$ cat src/rtl/mips_muldiv_unit.sv
// -----------------------------------------------------------------------------
// mips_muldiv_unit
//
// Iterative multiply/divide unit for the MIPS EX stage. Owns the architectural
// HI/LO registers and executes MULT, MULTU, DIV, DIVU, MTHI and MTLO.
// A MULT/DIV is accepted in IDLE. It then runs WIDTH shift-add or restoring-
// division iterations in CALC. It applies operand signs and writes HI/LO in FIX.
// MTHI/MTLO write in the accept cycle without becoming busy.
//
// Ports:
//   CLK       clock, all state changes on the rising edge
//   RST       synchronous, active-low reset
//   start     issue request, only looked at while busy=0
//   op        0=MULT 1=MULTU 2=DIV 3=DIVU 4=MTHI 5=MTLO (6,7 ignored)
//   Rdata1    rs operand (multiplicand / dividend / MT source)
//   Rdata2    rt operand (multiplier / divisor)
//   cancel    abort the in-flight operation (flush / exception)
//   busy      high while a MULT/DIV is in flight (EX must stall on it)
//   done      one-cycle pulse after HI/LO receive a MULT/DIV result
//   div_zero  sticky: last completed DIV/DIVU had a zero divisor
//   HIreg     architectural HI
//   LOreg     architectural LO
// -----------------------------------------------------------------------------
module mips_muldiv_unit #(
    parameter int WIDTH = 32
) (
    input  logic             CLK,
    input  logic             RST,
    input  logic             start,
    input  logic [2:0]       op,
    input  logic [WIDTH-1:0] Rdata1,
    input  logic [WIDTH-1:0] Rdata2,
    input  logic             cancel,
    output logic             busy,
    output logic             done,
    output logic             div_zero,
    output logic [WIDTH-1:0] HIreg,
    output logic [WIDTH-1:0] LOreg
);

    localparam int CNT_W = $clog2(WIDTH) + 1;

    typedef enum logic [1:0] {
        IDLE = 2'd0,
        CALC = 2'd1,
        FIX  = 2'd2
    } state_t;

    state_t state_reg, state_next;

    // Iteration state
    logic [CNT_W-1:0]   cnt_reg;
    logic [2*WIDTH-1:0] acc_reg;     // mul: {partial product, multiplier}; div: {remainder, quotient}
    logic [WIDTH-1:0]   opb_reg;     // mul: |multiplicand|; div: |divisor|
    logic [WIDTH-1:0]   raw_a_reg;   // unmodified dividend, returned in HI on divide by zero
    logic               is_div_reg;
    logic               neg_res_reg; // product / quotient must be negated
    logic               neg_rem_reg; // remainder follows the dividend sign
    logic               div0_reg;

    // Architectural state
    logic               done_reg;
    logic               div_zero_reg;
    logic [WIDTH-1:0]   hi_reg;
    logic [WIDTH-1:0]   lo_reg;

    // ------------------------------------------------------------------
    // Issue decode
    // ------------------------------------------------------------------
    logic issue_ok;
    logic accept;
    logic mthi_accept;
    logic mtlo_accept;

    assign issue_ok    = (state_reg == IDLE) && start && !cancel;
    assign accept      = issue_ok && (op[2] == 1'b0);
    assign mthi_accept = issue_ok && (op == 3'd4);
    assign mtlo_accept = issue_ok && (op == 3'd5);

    // Operand magnitudes and signs; only MULT (0) and DIV (2) are signed.
    logic             signed_op;
    logic             a_neg;
    logic             b_neg;
    logic [WIDTH-1:0] mag_a;
    logic [WIDTH-1:0] mag_b;

    assign signed_op = (op[0] == 1'b0);
    assign a_neg     = signed_op && Rdata1[WIDTH-1];
    assign b_neg     = signed_op && Rdata2[WIDTH-1];
    assign mag_a     = a_neg ? (-Rdata1) : Rdata1;
    assign mag_b     = b_neg ? (-Rdata2) : Rdata2;

    // ------------------------------------------------------------------
    // One iteration of each algorithm
    // ------------------------------------------------------------------
    // Shift-add: conditionally add the multiplicand into the upper half and
    // shift right. The carry out of the add becomes the new top bit.
    logic [WIDTH:0]     mul_sum;
    logic [2*WIDTH-1:0] mul_step;

    assign mul_sum  = {1'b0, acc_reg[2*WIDTH-1:WIDTH]}
                    + (acc_reg[0] ? {1'b0, opb_reg} : {(WIDTH+1){1'b0}});
    assign mul_step = {mul_sum, acc_reg[WIDTH-1:1]};

    // Restoring division: shift the next dividend bit into the remainder.
    // Then subtract the divisor if it fits. The shifted value needs WIDTH+1
    // bits. The result is always below the divisor, so it fits in WIDTH bits.
    logic [WIDTH:0]     div_shift;
    logic [WIDTH:0]     div_diff;
    logic               div_ge;
    logic [2*WIDTH-1:0] div_step;

    assign div_shift = acc_reg[2*WIDTH-1:WIDTH-1];
    assign div_diff  = div_shift - {1'b0, opb_reg};
    assign div_ge    = (div_shift >= {1'b0, opb_reg});
    assign div_step  = div_ge ? {div_diff[WIDTH-1:0],  acc_reg[WIDTH-2:0], 1'b1}
                              : {div_shift[WIDTH-1:0], acc_reg[WIDTH-2:0], 1'b0};

    // ------------------------------------------------------------------
    // Sign fix-up applied in FIX
    // ------------------------------------------------------------------
    logic [2*WIDTH-1:0] prod_fin;
    logic [WIDTH-1:0]   quo_fin;
    logic [WIDTH-1:0]   rem_fin;

    assign prod_fin = neg_res_reg ? (-acc_reg) : acc_reg;
    assign quo_fin  = neg_res_reg ? (-acc_reg[WIDTH-1:0]) : acc_reg[WIDTH-1:0];
    assign rem_fin  = neg_rem_reg ? (-acc_reg[2*WIDTH-1:WIDTH]) : acc_reg[2*WIDTH-1:WIDTH];

    // ------------------------------------------------------------------
    // FSM
    // ------------------------------------------------------------------
    logic last_iter;
    logic commit;

    assign last_iter = (cnt_reg == CNT_W'(WIDTH - 1));

    always_ff @(posedge CLK) begin
        if (!RST) begin
            state_reg <= IDLE;
        end else begin
            state_reg <= state_next;
        end
    end

    always_comb begin
        state_next = state_reg;
        commit     = 1'b0;
        case (state_reg)
            IDLE: begin
                if (accept) begin
                    state_next = CALC;
                end
            end
            CALC: begin
                if (cancel) begin
                    state_next = IDLE;
                end else if (last_iter) begin
                    state_next = FIX;
                end
            end
            FIX: begin
                // cancel wins over the result write
                state_next = IDLE;
                commit     = !cancel;
            end
            default: begin
                state_next = IDLE;
            end
        endcase
    end

    // ------------------------------------------------------------------
    // Datapath and architectural registers
    // ------------------------------------------------------------------
    always_ff @(posedge CLK) begin
        if (!RST) begin
            cnt_reg      <= '0;
            acc_reg      <= '0;
            opb_reg      <= '0;
            raw_a_reg    <= '0;
            is_div_reg   <= 1'b0;
            neg_res_reg  <= 1'b0;
            neg_rem_reg  <= 1'b0;
            div0_reg     <= 1'b0;
            done_reg     <= 1'b0;
            div_zero_reg <= 1'b0;
            hi_reg       <= '0;
            lo_reg       <= '0;
        end else begin
            done_reg <= commit;

            if (accept) begin
                cnt_reg     <= '0;
                is_div_reg  <= op[1];
                neg_res_reg <= a_neg ^ b_neg;
                neg_rem_reg <= a_neg;
                div0_reg    <= (Rdata2 == '0);
                raw_a_reg   <= Rdata1;
                if (op[1]) begin
                    acc_reg <= {{WIDTH{1'b0}}, mag_a};
                    opb_reg <= mag_b;
                end else begin
                    acc_reg <= {{WIDTH{1'b0}}, mag_b};
                    opb_reg <= mag_a;
                end
            end else if (state_reg == CALC) begin
                acc_reg <= is_div_reg ? div_step : mul_step;
                cnt_reg <= cnt_reg + CNT_W'(1);
            end

            if (mthi_accept) begin
                hi_reg <= Rdata1;
            end
            if (mtlo_accept) begin
                lo_reg <= Rdata1;
            end

            if (commit) begin
                if (!is_div_reg) begin
                    hi_reg       <= prod_fin[2*WIDTH-1:WIDTH];
                    lo_reg       <= prod_fin[WIDTH-1:0];
                    div_zero_reg <= 1'b0;
                end else if (div0_reg) begin
                    hi_reg       <= raw_a_reg;
                    lo_reg       <= {WIDTH{1'b1}};
                    div_zero_reg <= 1'b1;
                end else begin
                    hi_reg       <= rem_fin;
                    lo_reg       <= quo_fin;
                    div_zero_reg <= 1'b0;
                end
            end
        end
    end

    assign busy     = (state_reg != IDLE);
    assign done     = done_reg;
    assign div_zero = div_zero_reg;
    assign HIreg    = hi_reg;
    assign LOreg    = lo_reg;

endmodule

$ cat config.mk
export PLATFORM = sky130hd
export DESIGN_NAME = mips_muldiv_unit
export DESIGN_NICKNAME = d
export VERILOG_FILES = /design/src/rtl/mips_muldiv_unit.sv
export SDC_FILE = /design/constraint.sdc
export NUM_CORES = 1
export LEC_CHECK = 0
export BUFFER_PORTS_ARGS = -buffer_cell sky130_fd_sc_hd__buf_2
export CELL_PAD_IN_SITES_DETAIL_PLACEMENT = 1
export CELL_PAD_IN_SITES_GLOBAL_PLACEMENT = 2
export CORE_ASPECT_RATIO = 1.25
export CORE_UTILIZATION = 39
export CTS_BUF_LIST = sky130_fd_sc_hd__clkbuf_8
export CTS_CLUSTER_DIAMETER = 30
export DETAILED_ROUTE_END_ITERATION = 10
export HOLD_SLACK_MARGIN = 0.02
export PLACE_DENSITY = 0.87
export SLEW_MARGIN = 0
export SYNTH_ARGS = -nofsm -noshare
export SYNTH_HDL_FRONTEND = slang
export SYNTH_SLANG_ARGS = --single-unit
$ cat constraint.sdc
create_clock -name CLK -period 5.2 [get_ports CLK]
set_clock_uncertainty 0.05 [all_clocks]
set_input_delay 0.52 -clock CLK [delete_from_list [all_inputs] [get_ports CLK]]
set_output_delay 0.52 -clock CLK [all_outputs]
set_load 0.02 [all_outputs]
## Word level (Yosys, flattened, before mapping)

Index checks and enable logic that the tools add are counted.

| operators by class | value |
|---|---|
| $lt $le $gt $ge | 1 |
| equality and inequality tests | 7 |
| add/sub/neg operators | 8 |
| bitwise logic cells | 4 |
| reduce and logical (&&, ||, !) cells | 16 |
| mux-type cells | 27 |

Operators by type and width:

| operator | count |
|---|---|
| 32-bit 2-to-1 mux | 15 |
| 64-bit 2-to-1 mux | 5 |
| 32-bit negator | 4 |
| 64-bit negator | 1 |
| 32-bit by 32-bit adder with 33-bit output | 1 |
| 33-bit by 32-bit >= comparator with 1-bit output | 1 |
| 32-bit zero test | 1 |
| 32-bit subtractor | 1 |
| 2-bit nonzero test | 4 |
| 1-bit logical AND | 7 |
| 6-bit by 1-bit adder with 6-bit output, second input constant | 1 |
| 3-bit == test, second input constant | 2 |
| 6-bit by 5-bit == test with 1-bit output, second input constant | 1 |
| 2-bit 2-to-1 mux | 3 |
| 2-bit case mux with 2 select lines | 1 |
| 1-bit 2-to-1 mux | 3 |
| 3-bit inequality test, second input constant | 1 |
| 1-bit NOT | 3 |
| 2-bit by 1-bit == test with 1-bit output, second input constant | 1 |
| 2-bit == test, second input constant | 1 |
| 2-bit zero test | 1 |
| 2-bit inequality test, second input constant | 1 |
| 2-bit AND reduction | 1 |
| 2-bit OR reduction | 1 |
| 2 further kinds | 2 |

| word-level totals | value |
|---|---|
| register bits | 206 |
| bits of input ports | 71 |

## Longest topological paths before layout

| depth | value |
|---|---|
| depth after elaboration | 6 |
| gate-level depth with buffers | 14 |
| gate-level depth less buffers | 13 |

## Worst setup path after synthesis

Ideal clock, no wire load.

| path | value |
|---|---|
| kind | register -> register |
| from | reg acc_reg[0] |
| to | reg acc_reg[59] |
| slack | 1906 ps |
| arrival | 3115 ps |
| library setup time | 129 ps |
| buffers on the path | 1 |
| clock period less this slack | 3294 ps |
| cell stages (with the launch flop) | 14 |
| required time | 5021 ps |
| cells stage by stage | dfxtp_1 -> inv_1 -> clkbuf_1 -> nor2_1 -> ha_1 -> and3_1 -> a221o_1 -> a21oi_1 -> nand2_1 -> a221oi_1 -> o21ai_0 -> a221oi_1 -> mux2i_1 -> o211ai_1 |

| on the way | value |
|---|---|
| cells in the longest elaborated chain, start to end | 5 |

RTL lines:

| what | line | text |
|---|---|---|
| from (decl) | 53 | `logic [2*WIDTH-1:0] acc_reg;` |
| from (signal assigned) | 201 | `acc_reg <= {{WIDTH{1'b0}}, mag_a};` |
| from (signal assigned) | 204 | `acc_reg <= {{WIDTH{1'b0}}, mag_b};` |
| from (signal assigned) | 208 | `acc_reg <= is_div_reg ? div_step : mul_step;` |
| 32-bit 2-to-1 mux | 102 | `+ (acc_reg[0] ? {1'b0, opb_reg} : {(WIDTH+1){1'b0}});` |
| 32-bit by 32-bit adder with 33-bit output | 102 |  |
| 64-bit 2-to-1 mux | 208 |  |
| 64-bit 2-to-1 mux | 207 | `end else if (state_reg == CALC) begin` |
| 64-bit 2-to-1 mux | 193 | `if (accept) begin` |

No other way between the ends. The select of a mux whose other input is x is not followed.
A chain may end at the register's enable or synchronous reset.

## Worst setup path in the final report

| path | value |
|---|---|
| from | reg acc_reg[0] |
| to | reg hi_reg[18] (netlist: HIreg[18]) |

| on the way | value |
|---|---|
| cells in the longest elaborated chain, start to end | 4 |

RTL lines:

| what | line | text |
|---|---|---|
| 64-bit negator | 126 | `assign prod_fin = neg_res_reg ? (-acc_reg) : acc_reg;` |
| 64-bit 2-to-1 mux | 126 |  |
| 32-bit 2-to-1 mux | 220 | `if (!is_div_reg) begin` |
| 32-bit 2-to-1 mux | 219 | `if (commit) begin` |
| to (signal assigned) | 221 | `hi_reg <= prod_fin[2*WIDTH-1:WIDTH];` |
| to (signal assigned) | 225 | `hi_reg <= raw_a_reg;` |
| to (signal assigned) | 229 | `hi_reg <= rem_fin;` |
| to (decl) | 64 | `logic [WIDTH-1:0] hi_reg;` |

No other way between the ends.

==> results_dict.tcl <==
set metrics [dict create \
    outcome "finished, final reports clean" \
    grt_overflow_total 0 \
    ys_seq_area_frac 0.245 \
    drt_wl_total_um 74100 \
    largest_register_ffs 64 \
    finalCriticalPeriod_ps 4070 \
    grt_setup_unrepaired "false" \
    core_area_um2 42400 \
    place.gp.congestion 0.948 \
    async_reset_ff_frac 0 \
    cts_buffers 57 \
    ctsLongestPathBuffers 3 \
    hpwl_um 55500 \
    dieWidth_um 188 \
    grt_max_degree 82 \
    max_cap_viol_count 0 \
    n_fill_cell 5360 \
    p_total_mw 5.46 \
    worstHoldStart "Rdata1[1]" \
    die_h_um 234 \
    yosysWarningCount 0 \
    dieArea_um2 44100 \
    fmax_ghz 0.245 \
    max_slew.worst_pin.slew_ps 1030 \
    synth_edf_count 0 \
    via_per_inst 6.13 \
    antenna_cells 0 \
    cts_resized 0 \
    path_clk_slew_ps 60 \
    ant_nets 0 \
    antenna_found_initial 2 \
    crit-reg2reg-launch "acc_reg[0]" \
    clock_latency_ps 660 \
    final_core_util 0.452 \
    cp-start-kind "register" \
    reg2reg_slack_ps 1130 \
    slew_viol_final 0 \
    setup_viol 0 \
    grt_util_all_layers 0.331 \
    r2r-end "HIreg[18]" \
    fin_setup_tns_ps 0 \
    placed_area_um2 17800 \
    synth-main-ff-cell "dfxtp_1" \
    final_cell_mix "324 x nand2_1, 210 x a21oi_1, 204 x dfxtp_1" \
    period_share 0.784 \
    holdPathStages 3 \
    crit_required_ps 5650 \
    holdPathEnd "raw_a_reg[1]" \
    wire_per_inst_um 24.9 \
    reg2reg_depth 11 \
    fp-row-count 84 \
    start_util 0.398 \
    synth_cell_types 72 \
    path_max_fanout 18 \
    hold_ws_ps 145 \
    drive_gt1_frac 0.128 \
    crit_path_end_kind "register" \
    fin_area_um2 19200 \
    leakage_nw 7.85 \
    syn2layout_area_growth_pct 13.7 \
    drt_iter0_drc 1208 \
    worstSetupPathType "reg -> reg" \
    arrival_ps 4530 \
    grt_first_pass_wirelength_um 111000 \
    vias 18300 \
    slew_headroom 0.315 \
    tritoncts "yes" \
    netlist_instances 2337 \
    syn_area_per_cell_um2 7.21 \
    synth_fp_nets 2479 \
    grt_pass1_vias 18700 \
    synth_area_um2 16900 \
    ys_seq_elements 206 \
    peakVddDrop_mv 0.206 \
    clock-root-buffer "clkbuf_8" \
    hp-class "in -> reg" \
    p_per_area_nw_per_um2 285 \
    final_common_cell "nand2_1" \
    drt_first_pass_iters 5 \
    finalHoldViolCount 0 \
    htree_levels 2 \
    nets 2515 \
    io_pins 138 \
    drc_errors 0 \
    io_buffers 137 \
    clock-sinks 206 \
]
layout make-up:
class / instances / area [um^2] / area share
Clock buffer: 64 / 881 / 0.0460
Inverter: 60 / 225 / 0.0118
Sequential cell: 206 / 4130 / 0.216
Clock inverter: 42 / 504 / 0.0263
Multi-Input combinational cell: 1878 / 11800 / 0.615
Tap cell: 559 / 699 / 0.0365
Timing Repair Buffer: 170 / 938 / 0.0490
worst max-delay path, cell delays in order (launching register included):
cell and delay [ps]:
dfxtp_1 370, inv_1 410, buf_4 400, ha_1 260
nand2b_1 170, nor4_1 520, nand3_1 190, or3_1 410
or2_1 460, o31ai_2 440, xor2_1 160, o21ai_0 80
layer usage:
layer	wire length, um	vias up	global-route usage
met3	3550	246	0.0470
met1	29000	8980	0.373
met4	5460	5	0.226
met5	61	-	0
li1	-	8423	-
met2	36000	598	0.582
worst max path at each step:
stage	endpoint	slack (ps)	start	depth (start not counted)
6_report	HIreg[18]	1130	acc_reg[0]	11
5_1_grt	HIreg[6]	910	acc_reg[0]	11
4_1_cts	HIreg[18]	1210	acc_reg[0]	11
3_5_place_dp	HIreg[18]	1220	acc_reg[0]	11
3_3_place_gp	HIreg[18]	1370	acc_reg[0]	11
2_1_floorplan	acc_reg[59]	1910	acc_reg[0]	13
power breakdown:
part | switching, mW | total, mW | internal [mW]
clock network | 0.975 | 2.66 | 1.69
registers | 0.0682 | 1.69 | 1.63
logic | 0.736 | 1.10 | 0.366
total | 1.78 | 5.46 | 3.68
cell usage after synthesis (36+ instances only):
cell	instances	area, um^2
a211oi_1	36	270
a21oi_1	210	1050
mux2i_1	57	571
xor2_1	119	1040
inv_1	59	221
nor2_1	198	743
o211ai_1	48	360
dfxtp_1	206	4120
xnor2_1	83	727
o21ai_0	177	886
nand2_1	325	1220
ha_1	69	863
a21boi_0	55	413
nand3_1	54	270
clkbuf_1	164	616
what timing repair did:
item | 4_1_cts | 5_1_grt
setup buffers | 0 | 0
hold endpoints to repair | 1 | 0
hold buffers | 1 | 0
setup endpoints to repair | 0 | 0
kinds of logic after synthesis:
kind of cell	count (synthesis)	share of synthesized area
AND/OR/NAND/NOR	791	0.216
AO/OA/AOI/OAI	746	0.282
buffers and inverters	253	0.0580
flip-flops	206	0.245
XOR/XNOR	202	0.105
adder cells (fa/ha/maj)	71	0.0536
multiplexers	68	0.0412
stage by stage:
stage | setup slack [ps] | cells
2_1_floorplan | 1910 | 2337
3_3_place_gp | 1370 | 2872
3_5_place_dp | 1220 | 2872
4_1_cts | 1210 | 2979
5_1_grt | 905 | 2979
6_report | 1130 | 2979
Power figures use the tool's default switching activity.
